### config.mk
export PLATFORM = sky130hd
export DESIGN_NAME = id_hazard_ctl
export DESIGN_NICKNAME = d
export VERILOG_FILES = /design/src/rtl/id_hazard_ctl.sv
export SDC_FILE = /design/constraint.sdc
export NUM_CORES = 1
export LEC_CHECK = 0
export BUFFER_PORTS_ARGS = -buffer_cell sky130_fd_sc_hd__buf_2
export CORE_UTILIZATION = 50
export DETAILED_ROUTE_END_ITERATION = 6
export PLACE_DENSITY = 0.74
export SLEW_MARGIN = 20
export SYNTH_ARGS = -nofsm -noshare
export SYNTH_HDL_FRONTEND = slang
export SYNTH_SLANG_ARGS = --single-unit
### constraint.sdc
create_clock -name clk -period 2.9 [get_ports clk]
set_input_delay 0.725 -clock clk [delete_from_list [all_inputs] [get_ports clk]]
set_output_delay 0.725 -clock clk [all_outputs]
set_load 0.02 [all_outputs]
### src/rtl/id_hazard_ctl.sv
// rtl/id_hazard_ctl.sv - load-use / branch-flush / mem-wait hazard controller
module id_hazard_ctl #(
  parameter int FLUSH_CYCLES = 1,
  parameter int CNT_W        = 16
) (
  input  logic             clk,
  input  logic             rst_n,
  input  logic [4:0]       ID_rs,
  input  logic [4:0]       ID_rt,
  input  logic             ID_uses_rt,
  input  logic [2:0]       EX_ctlm,
  input  logic [4:0]       EX_rt,
  input  logic             MEM_branch_taken,
  input  logic             mem_busy,
  output logic             pc_en,
  output logic             ifid_en,
  output logic             ifid_flush,
  output logic             idex_bubble,
  output logic             pipe_freeze,
  output logic [CNT_W-1:0] stall_cnt,
  output logic [CNT_W-1:0] flush_cnt
);

  typedef enum logic [1:0] {
    RUN      = 2'd0,
    FLUSH    = 2'd1,
    MEM_WAIT = 2'd2
  } state_t;

  // Counter holds the flush cycles still owed after the branch cycle itself.
  localparam logic [2:0] FLUSH_RELOAD = 3'(FLUSH_CYCLES - 1);

  state_t     r_state;
  state_t     r_ret_state;
  logic [2:0] r_flush_left;

  state_t     w_next_state;
  state_t     w_next_ret;
  logic [2:0] w_next_left;
  state_t     w_eff_state;
  logic       w_load_use;
  logic       w_flushing;
  logic       w_unused_ctlm;

  // Only memread matters here; the other MEM control bits are ignored.
  assign w_unused_ctlm = EX_ctlm[2] ^ EX_ctlm[0];

  // $zero is never a real producer, so it can never cause a stall.
  assign w_load_use = EX_ctlm[1] & (EX_rt != 5'd0) &
                      ((EX_rt == ID_rs) | (ID_uses_rt & (EX_rt == ID_rt)));

  // Once memory is ready again, MEM_WAIT acts as the state it interrupted,
  // so a suspended flush resumes on that very cycle.
  assign w_eff_state = (r_state == MEM_WAIT) ? r_ret_state : r_state;
  assign w_flushing  = MEM_branch_taken | (w_eff_state == FLUSH);

  // State register, saved return state and flush down-counter.
  always_ff @(posedge clk or negedge rst_n) begin
    if (!rst_n) begin
      r_state      <= RUN;
      r_ret_state  <= RUN;
      r_flush_left <= 3'd0;
    end else begin
      r_state      <= w_next_state;
      r_ret_state  <= w_next_ret;
      r_flush_left <= w_next_left;
    end
  end

  // Next-state logic: a busy memory overrides everything and parks the FSM.
  always_comb begin
    w_next_state = r_state;
    w_next_ret   = r_ret_state;
    w_next_left  = r_flush_left;
    if (mem_busy) begin
      // A branch seen while busy is dropped; MEM re-presents it later.
      w_next_state = MEM_WAIT;
      w_next_ret   = w_eff_state;
    end else if (MEM_branch_taken) begin
      if (FLUSH_CYCLES > 1) begin
        w_next_state = FLUSH;
        w_next_left  = FLUSH_RELOAD;
      end else begin
        w_next_state = RUN;
        w_next_left  = 3'd0;
      end
    end else if (w_eff_state == FLUSH) begin
      if (r_flush_left <= 3'd1) begin
        w_next_state = RUN;
        w_next_left  = 3'd0;
      end else begin
        w_next_state = FLUSH;
        w_next_left  = r_flush_left - 3'd1;
      end
    end else begin
      w_next_state = RUN;
    end
  end

  // Output decode is zero-latency so the enables gate the coming edge;
  // reset forces the idle values even if hazard inputs are active.
  always_comb begin
    pc_en       = 1'b1;
    ifid_en     = 1'b1;
    ifid_flush  = 1'b0;
    idex_bubble = 1'b0;
    pipe_freeze = 1'b0;
    if (!rst_n) begin
      pc_en = 1'b1;
    end else if (mem_busy) begin
      pipe_freeze = 1'b1;
      pc_en       = 1'b0;
      ifid_en     = 1'b0;
    end else if (w_flushing) begin
      ifid_flush  = 1'b1;
      idex_bubble = 1'b1;
    end else if (w_load_use) begin
      pc_en       = 1'b0;
      ifid_en     = 1'b0;
      idex_bubble = 1'b1;
    end
  end

  // Saturating performance counters; they stick at all-ones.
  always_ff @(posedge clk or negedge rst_n) begin
    if (!rst_n) begin
      stall_cnt <= '0;
      flush_cnt <= '0;
    end else begin
      if (!pc_en && (stall_cnt != {CNT_W{1'b1}})) begin
        stall_cnt <= stall_cnt + 1'b1;
      end
      if (ifid_flush && (flush_cnt != {CNT_W{1'b1}})) begin
        flush_cnt <= flush_cnt + 1'b1;
      end
    end
  end

endmodule

==> flow_summary_export.csv <==
group,metric,value,unit
clock_network,clockBufferDepth,2,
cells_and_area,layout_common_cells,"57 x buf_2, 39 x dfrtp_1, 23 x xnor2_1",
timing,fin_crit_sh,95.15,%
timing,timing.setup.tns,0,ns
cells_and_area,num_antenna_cells,0,
pwr,fin_total_pwr,1.468,mW
clock_network,clock_latency,0.29,ns
pwr,power.density,601.5,nW/um^2
cells_and_area,nFillCells,318,
floorplan,row_count,22,
timing,worstMarginPinSlew,0.5712,ns
logic_synthesis,synth_top_area_cell,"dfrtp_1",
logic_synthesis,synth.area.top_cells,"dfrtp_1 49%, xnor2_1 10%, xor2_1 7.0%",
route,drc_errors,0,
logic_synthesis,synth_edf_count,0,
clock_network,hold_buffers,0,
clock_network,cts_root_buf,"clkbuf_8",
logic_synthesis,synth-async-reset-ratio,100.0,%
worst_setup_path,arrival,2.03,ns
global_route,grt-ovfl-total,0,
timing,finalHoldViolCount,0,
clock_network,cts_buffers,5,
place,routabilityCongestion,0.7927,
clock_network,cts_setup_buffers,0,
timing,whs,0.2576,ns
floorplan,coreArea,3744,um^2
logic_synthesis,syn_nets,219,
global_route,grt_pass1_wl,6865,um
run,maxCapViolations,0,
timing,relSlewSlack,61.43,%
global_route,grt_usage,20.94,%
cells_and_area,nets,284,
global_route,grt_start_max_net_pins,29,
worst_setup_path,crit_path_start_kind,"primary input",
route,vias,1620,
floorplan,dieWidth,65.34,um
logic_synthesis,seq_area_frac_synth,48.66,%
timing,fin_skew,0.004950,ns
clock_network,clk_pin_slew,0.07,ns
worst_setup_path,path_max_fanout,3,
place,numPortBuffers,57,
worst_setup_path,endpoint_kind,"output pin",
floorplan,initial_core_util,53.58,%
clock_network,cts_resized,0,
route,vias_per_cell,5.294,
worst_setup_path,required,2.17,ns
route,drtIter0Drc,30,
cells_and_area,drive_above_1_share,29.07,%
route,wl_per_cell,12.88,um
clock_network,cts.sinks,39,
run_status,status,"finished, final reports clean",
logic_synthesis,synth.avg_cell_area,10.45,um^2
logic_synthesis,synthCells,192,
worst_setup_path,crit_type,"in -> out",
route,drtPass1Iterations,4,
timing,max_freq,0.3624,GHz
logic_synthesis,ys.flop_type,"dfrtp_1",
pwr,power.leakage,1.202,nW
clock_network,cts_tree,"built",
route,routed_wl,3940,um
cells_and_area,utilization,65.17,%
logic_synthesis,synth_seq_cells,39,
floorplan,die_area,4269,um^2
floorplan,die_y,65.34,um
floorplan,ioPinCount,60,
logic_synthesis,netlist.area_leader.share,48.66,%
global_route,antenna_found_initial,0,
timing,final_max_slew_viol_count,0,
cells_and_area,syn_to_final_growth,21.65,%
route,ant_nets,0,
timing,setup_violations,0,
timing,final.min_clock_period,2.759,ns
place,dpl.hpwl,2943,um
clock_network,h-tree-depth,2,
cells_and_area,layout_commonest_cell,"buf_2",
logic_synthesis,synth_cell_types,35,
pwr,vdd_ir_drop_max,0.0005629,V
logic_synthesis,netlist_area,2006,um^2
logic_synthesis,yosys_warnings,0,
timing,grt_setup_unrepaired,"no",
min_path,hold_class,"in -> async",
global_route,grt_pass1_vias,1522,
sequential cells by signal, indices dropped and copies added (netlist names):
register	count
flush_cnt	16
r_flush_left	3
r_ret_state	2
r_state	2
stall_cnt	16
per-layer routing:
metal / track usage (%) / up-vias / wire length, um
met5: 0 / - / 0
met4: 5.707 / 0 / 47
met3: 5.903 / 5 / 242
met2: 33.25 / 46 / 1823
met1: 28.02 / 772 / 1825
li1: - / 797 / -
path summary, 6_finish.rpt:
check	start	to	slack [ns]	cells after the start
setup reg to reg	r_state[0]	flush_cnt[14]	0.79	6
max in group asynchronous	rst_n	stall_cnt[12]	2.08	2
hold / removal	rst_n	r_ret_state[0]	0.26	1
setup / recovery	EX_rt[1]	pc_en	0.14	5
hold reg to reg	stall_cnt[4]	stall_cnt[4]	0.49	1
min in group clk	stall_cnt[4]	stall_cnt[4]	0.49	1
kinds of logic (layout without fill, tap and decap cells):
group,count (synthesis),count (layout),synth area share [%]
DFF,39,39,48.66
muxes,3,3,1.684
buffers and inverters,11,77,2.620
adders and majority gates,4,4,2.495
AOI/OAI and AO/OA,14,14,5.303
and+or+nand+nor,82,82,22.21
xor gates and xnor gates,39,39,17.03
per-stage QoR:
stage                     setup slack, ns  cells  cell area (um^2)
after detailed placement           0.1331    298              2359
final                              0.1408    306              2440
after global routing              0.08554    306              2440
after floorplan                   0.07322    192              2006
after CTS                          0.1264    306              2440
after global placement             0.1262    298              2359
where the power goes:
part	leakage, nW	internal (mW)	switching [mW]	total [mW]
Sequential	0.514	0.626	0.117	0.743
Clock	0.0422	0.169	0.175	0.344
Combinational	0.646	0.152	0.229	0.381
Total	1.20	0.947	0.520	1.47
synth_stat cells, types with 2 or more instances:
master	number
a21oi_1	4
and2_1	3
and2b_1	2
and3_1	2
and4_1	3
dfrtp_1	39
ha_1	4
inv_1	8
mux2_1	2
nand2_1	21
nand3_1	15
nand4_1	9
nor2_1	6
nor3_1	10
nor4_1	2
o21ai_0	4
o22ai_1	2
or4_1	2
xnor2_1	23
xor2_1	16
critical path, stage by stage:
cell and delay, ns:
buf_2 0.12, or4_1 0.52, o21a_1 0.22, a41oi_4 0.25
buf_2 0.20
area by class of cell:
type | count | area [um^2] | share of cell area (%)
clock buffer | 7 | 76.32 | 3.128
clock inverter | 1 | 5.005 | 0.2051
multi-input combinational | 142 | 977.2 | 40.05
tap | 48 | 60.06 | 2.462
inverter | 8 | 30.03 | 1.231
timing repair buffer | 61 | 315.3 | 12.92
sequential | 39 | 975.9 | 40.00
(Power assumes the default switching activity.)
